===== src/rtl/hub75_pkg.sv =====
// hub75_pkg: shared scan-controller state encoding and row-width helper.
package hub75_pkg;

    typedef enum logic [2:0] {IDLE, FILL, WAIT, SWAP, GO, DRAIN} state_e;

    function automatic int row_w(input int n);
        return (n > 2) ? $clog2(n) : 1;
    endfunction

endpackage


===== src/rtl/hub75_scan_ctrl_if.sv =====
// hub75_scan_ctrl_if: run control, fill/BCM handshakes and frame events of the row scheduler.
interface hub75_scan_ctrl_if
    import hub75_pkg::*;
#(
    parameter int N_ROWS     = 32,
    parameter int LOG_N_ROWS = row_w(N_ROWS)
);
    logic                  ctrl_run;
    logic [LOG_N_ROWS-1:0] fill_row;
    logic                  fill_go;
    logic                  fill_rdy;
    logic                  buf_sel;
    logic [LOG_N_ROWS-1:0] bcm_row;
    logic                  bcm_row_first;
    logic                  bcm_go;
    logic                  bcm_rdy;
    logic                  frame_swap_req;
    logic                  frame_swap;
    logic                  frame_start;
    logic                  active;

    modport master (
        input  ctrl_run, fill_rdy, bcm_rdy, frame_swap_req,
        output fill_row, fill_go, buf_sel, bcm_row, bcm_row_first, bcm_go,
               frame_swap, frame_start, active
    );

    modport slave (
        output ctrl_run, fill_rdy, bcm_rdy, frame_swap_req,
        input  fill_row, fill_go, buf_sel, bcm_row, bcm_row_first, bcm_go,
               frame_swap, frame_start, active
    );

endinterface


===== src/rtl/hub75_scan_ctrl.sv =====
// hub75_scan_ctrl: prefetches row r+1 into the back line buffer while row r is displayed,
// then flips the ping-pong select and launches the BCM cycle; defers frame swaps to row 0.
module hub75_scan_ctrl
    import hub75_pkg::*;
#(
    parameter int N_ROWS     = 32,
    parameter int LOG_N_ROWS = row_w(N_ROWS)
) (
    input  logic              clk,
    input  logic              rst,
    hub75_scan_ctrl_if.master bus
);

    state_e                state_q, state_d;
    logic [LOG_N_ROWS-1:0] nxt_row_q, nxt_row_d;
    logic [LOG_N_ROWS-1:0] bcm_row_q, bcm_row_d;
    logic                  buf_sel_q, buf_sel_d;
    logic                  swap_pend_q, swap_pend_d;
    logic                  swap_now;

    always_ff @(posedge clk or posedge rst) begin
        if (rst) begin
            state_q     <= IDLE;
            nxt_row_q   <= '0;
            bcm_row_q   <= '0;
            buf_sel_q   <= 1'b0;
            swap_pend_q <= 1'b0;
        end else begin
            state_q     <= state_d;
            nxt_row_q   <= nxt_row_d;
            bcm_row_q   <= bcm_row_d;
            buf_sel_q   <= buf_sel_d;
            swap_pend_q <= swap_pend_d;
        end
    end

    // A request landing in the row-0 fill cycle itself is honoured at once.
    assign swap_now = (state_q == FILL) && (nxt_row_q == '0) && (swap_pend_q || bus.frame_swap_req);

    always_comb begin
        state_d     = state_q;
        nxt_row_d   = nxt_row_q;
        bcm_row_d   = bcm_row_q;
        buf_sel_d   = buf_sel_q;
        swap_pend_d = (swap_pend_q || bus.frame_swap_req) && !swap_now;
        case (state_q)
            IDLE: begin
                nxt_row_d = '0;
                state_d   = bus.ctrl_run ? FILL : IDLE;
            end
            FILL:  state_d = WAIT;
            WAIT:  state_d = (bus.fill_rdy && bus.bcm_rdy) ? SWAP : WAIT;
            SWAP: begin
                buf_sel_d = !buf_sel_q;
                bcm_row_d = nxt_row_q;
                nxt_row_d = nxt_row_q + 1'b1;
                state_d   = GO;
            end
            GO:    state_d = bus.ctrl_run ? FILL : DRAIN;
            DRAIN: state_d = bus.bcm_rdy ? IDLE : DRAIN;
            default: state_d = IDLE;
        endcase
    end

    assign bus.fill_row      = nxt_row_q;
    assign bus.fill_go       = state_q == FILL;
    assign bus.frame_start   = (state_q == FILL) && (nxt_row_q == '0);
    assign bus.frame_swap    = swap_now;
    assign bus.buf_sel       = buf_sel_q;
    assign bus.bcm_row       = bcm_row_q;
    assign bus.bcm_row_first = bcm_row_q == '0;
    assign bus.bcm_go        = state_q == GO;
    assign bus.active        = state_q != IDLE;

endmodule


===== src/flat_wrapper.sv =====
// flat-port wrapper written by rule: the top's interface ports become plain ports
module hub75_scan_ctrl_flat import hub75_pkg::*;
#(
    parameter int N_ROWS     = 32,
    parameter int LOG_N_ROWS = row_w(N_ROWS)
)
  (clk, rst, bus_ctrl_run, bus_fill_rdy, bus_bcm_rdy, bus_frame_swap_req, bus_fill_row, bus_fill_go, bus_buf_sel, bus_bcm_row, bus_bcm_row_first, bus_bcm_go, bus_frame_swap, bus_frame_start, bus_active);
  hub75_scan_ctrl_if #(.N_ROWS(N_ROWS), .LOG_N_ROWS(LOG_N_ROWS)) bus_i ();
  input  logic clk;
  input  logic rst;
  input wire logic [$bits(bus_i.ctrl_run)-1:0] bus_ctrl_run;
  input wire logic [$bits(bus_i.fill_rdy)-1:0] bus_fill_rdy;
  input wire logic [$bits(bus_i.bcm_rdy)-1:0] bus_bcm_rdy;
  input wire logic [$bits(bus_i.frame_swap_req)-1:0] bus_frame_swap_req;
  output wire logic [$bits(bus_i.fill_row)-1:0] bus_fill_row;
  output wire logic [$bits(bus_i.fill_go)-1:0] bus_fill_go;
  output wire logic [$bits(bus_i.buf_sel)-1:0] bus_buf_sel;
  output wire logic [$bits(bus_i.bcm_row)-1:0] bus_bcm_row;
  output wire logic [$bits(bus_i.bcm_row_first)-1:0] bus_bcm_row_first;
  output wire logic [$bits(bus_i.bcm_go)-1:0] bus_bcm_go;
  output wire logic [$bits(bus_i.frame_swap)-1:0] bus_frame_swap;
  output wire logic [$bits(bus_i.frame_start)-1:0] bus_frame_start;
  output wire logic [$bits(bus_i.active)-1:0] bus_active;
  assign bus_i.ctrl_run = bus_ctrl_run;
  assign bus_i.fill_rdy = bus_fill_rdy;
  assign bus_i.bcm_rdy = bus_bcm_rdy;
  assign bus_i.frame_swap_req = bus_frame_swap_req;
  assign bus_fill_row = bus_i.fill_row;
  assign bus_fill_go = bus_i.fill_go;
  assign bus_buf_sel = bus_i.buf_sel;
  assign bus_bcm_row = bus_i.bcm_row;
  assign bus_bcm_row_first = bus_i.bcm_row_first;
  assign bus_bcm_go = bus_i.bcm_go;
  assign bus_frame_swap = bus_i.frame_swap;
  assign bus_frame_start = bus_i.frame_start;
  assign bus_active = bus_i.active;
  hub75_scan_ctrl #(.N_ROWS(N_ROWS), .LOG_N_ROWS(LOG_N_ROWS)) u_core (.clk(clk), .rst(rst), .bus(bus_i));
endmodule

===== config.mk =====
export PLATFORM = sky130hd
export DESIGN_NAME = hub75_scan_ctrl_flat
export DESIGN_NICKNAME = d
export VERILOG_FILES = /design/src/rtl/hub75_pkg.sv /design/src/rtl/hub75_scan_ctrl_if.sv /design/src/rtl/hub75_scan_ctrl.sv /design/src/flat_wrapper.sv
export SDC_FILE = /design/constraint.sdc
export NUM_CORES = 1
export LEC_CHECK = 0
export BUFFER_PORTS_ARGS = -buffer_cell sky130_fd_sc_hd__buf_2
export CAP_MARGIN = 0
export CORE_MARGIN = 1.5
export CORE_UTILIZATION = 52
export DETAILED_ROUTE_END_ITERATION = 8
export PLACE_DENSITY = 0.93
export SLEW_MARGIN = 20
export SYNTH_ARGS = -nofsm -noshare
export SYNTH_HDL_FRONTEND = slang
export SYNTH_SLANG_ARGS = --single-unit
export TNS_END_PERCENT = 1

===== constraint.sdc =====
create_clock -name clk -period 2.8 [get_ports clk]
set_input_delay 0.56 -clock clk [delete_from_list [all_inputs] [get_ports clk]]
set_output_delay 0.56 -clock clk [all_outputs]
set_load 0.05 [all_outputs]

==> impl_results.md <==
- H-tree depth: 1
- Post_cts resized: 0
- Yosys top cell area share: 49.1%
- IO buf count: 22
- Outcome: completed
- TNS Setup: 0 ns
- Cts hold-fix bufs: 0
- TritonCTS buffer count: 3
- Post-DP HPWL: ~1100 µm
- WL per Instance: ~12 µm
- Iter 0 DRT Violations: 15
- Residual DRC count: 0
- Worst skew pair latency: roughly 0.28 ns
- Clk_skew: between 0.002 and 0.003 ns
- Worst-path maximum fanout: 9
- CP arrival: 1.65 ns
- CTS tree: yes
- CTS sink cnt: 15
- Final nets: between 100 and 150
- First-pass GRT wire length: 2010 µm
- Critical path type: flip-flop to primary output
- Mapped Nets: between 80 and 90
- DR pass1 iterations: 4
- CP bufs+invs: 1
- Area Growth Syn to Fin: 14.1%
- CP max-delay cell: dfrtp_1
- Register bit count reported by yosys: 15
- Post-Synthesis Cell Area: 764 µm²
- Area contributors post-synth: dfrtp_1 (49%), nand2_1 (8.3%), buf_6 (4.4%), mux2i_1 (3.9%), nor2_1 (3.4%)
- DRT Wirelength: about 1400 µm
- Top Ports: 23
- Crit path required time: 2.24 ns
- Most common cell after layout, fill and taps aside: buf_2
- Core area: 0.00133 mm²
- Pins Over Slew Limit: 0
- Max-slew headroom: between 60 and 70%
- Initial antenna violation count: 0
- Synth area leader: dfrtp_1
- Largest net degree at the start of global routing: 16
- Leading cell types in the layout, fill and taps excluded: buf_2 (22), nand2_1 (17), dfrtp_1 (15)
- Worst-margin pin slew: approximately 0.57 ns
- GRT overflow: 0
- Via density: around 5.3
- Post-synth EDFFs: 0
- Post-CTS setup buffer count: 0
- Crit path from: u_core.state_q[0]
- Prevailing post-synth register cell: dfrtp_1
- Starting Density: roughly 57%
- Number of core rows: 13
- Leak pwr: slightly below 0.5 nW
- Mean post-synth cell area: about 9.7 µm²
- Worst setup SP type: flip-flop
- Worst-path clk slew: ~0.080 ns
- Final Power: around 1.0 mW
- Max Cap Violations: 0
- Cells after Synth: between 70 and 80
- Sequential area share after synthesis: about 50%
- Antenna Violating Nets Remaining: 0
- R2R Path Start: u_core.state_q[2]
- Minimum clock period: roughly 2.2 ns
- Synth async-reset ratio: 100%
- Root cell of the clock tree: clkbuf_4
- Global Route Usage Sum: 19.1%
- RSZ-0062 raised after global routing: false
- Final period utilization: 78.9%
- Final hold vios: 0
- Gpl congestion: around 0.73
- Power Dens Cells: 1190 mW/mm²
- Clk buf depth: 2
- Max incr delay on CP: slightly above 0.5 ns
- CP Capture Type: primary output
- CP top delay family: simple AND/OR/NAND/NOR gates
- Die height: a little over 40 µm
- Vias in the first global route: 481
- Distinct cell type count after synthesis: 25
- Worst Hold Class: input pin to asynchronous set/reset pin
- Vias: between 600 and 700
- Synth Warn #: 0
- Worst vdd ir: 0.576 mV
- CP Cell Sequence: nor3b_4 > and4b_1 > and2b_1 > buf_2
- Maximum clock frequency: about 0.45 GHz
- Antenna diode count: 0
- Share of cells above drive strength 1: around 27%
- Die Width: around 41 µm
- Final Setup Violations: 0
- Die area: roughly 0.0017 mm²
==> power by group <==
part,switching (mW),internal [mW],leakage [nW],total [mW]
clock network,0.0645,0.0553,0.0150,0.120
logic,0.406,0.151,0.280,0.557
registers,0.0863,0.274,0.198,0.360
==> area by class of cell <==
type	count	area, µm²
multi-input cells	54	327
flip-flops and latches	15	375
inverters	4	15.0
well taps	15	18.8
fillers	120	462
repair buffers	22	110
clock buffers	4	26.3
==> cells in the mapped netlist, types with 2 or more instances <==
cell type and n:
buf_4 2, buf_6 3, dfrtp_1 15, ha_1 2
inv_1 4, mux2i_1 3, nand2_1 17, nand3_1 2
nand4_1 3, nor2_1 7, nor2b_1 2, o21ai_0 5
xnor2_1 2
==> stage by stage <==
step	instances	util, %	setup WS (ns)	instance area, µm²	hold slack (ns)
final	114	65.4	0.589	872	0.323
after global routing	114	65.4	0.460	872	0.361
after CTS	114	65.4	0.573	872	0.336
after detailed placement	110	63.4	0.885	846	0.460
after global placement	110	63.4	0.962	846	0.456
after floorplan	79	-	0.126	771	0.444
==> worst register-to-register path, cell delays in order (launching register included) <==
cell and delay, ns:
dfrtp_1 0.49, nand3b_1 0.49, nand2_1 0.18, o21ai_0 0.10
==> state kept, by name (all words and copies together) (netlist names) <==
register and count:
u_core.bus.buf_sel 1, u_core.swap_pend_q 1, u_core.bus.bcm_row 5, u_core.state_q 3, u_core.bus.fill_row 5
==> per-layer routing <==
metal | up-vias | GRT usage [%] | share of wire (%) | wire length (µm)
li1 | 302 | - | - | -
met1 | 265 | 22.0 | 44 | 621
met2 | 30 | 30.9 | 47 | 658
met3 | 5 | 5.32 | 6.6 | 93
met4 | 0 | 12.9 | 2.5 | 35
met5 | - | 0 | 0 | 0
==> worst paths after layout <==
path	slack, ns	to	cells past startpoint
max	0.59	bus_frame_swap	4
min	0.32	u_core.bus.fill_row[4]	2
max reg2reg	1.40	u_core.bus.bcm_row[0]	3
min reg2reg	0.47	u_core.bus.buf_sel	1
max in group asynchronous	2.10	u_core.state_q[2]	2
min in group clk	0.47	u_core.bus.buf_sel	1
==> cells by family (layout without fill, tap and decap cells) <==
logic type	count (synthesis)	in the layout	share of synthesized area, %
AND/OR/NAND/NOR	40	40	27.3
flip-flops	15	15	49.1
multiplexers	3	3	3.93
adder cells (fa/ha/maj)	2	2	3.27
buffers and inverters	10	30	9.00
XOR/XNOR	2	2	2.29
AO/OA/AOI/OAI	7	7	5.07
Power figures use the tool's default switching activity.
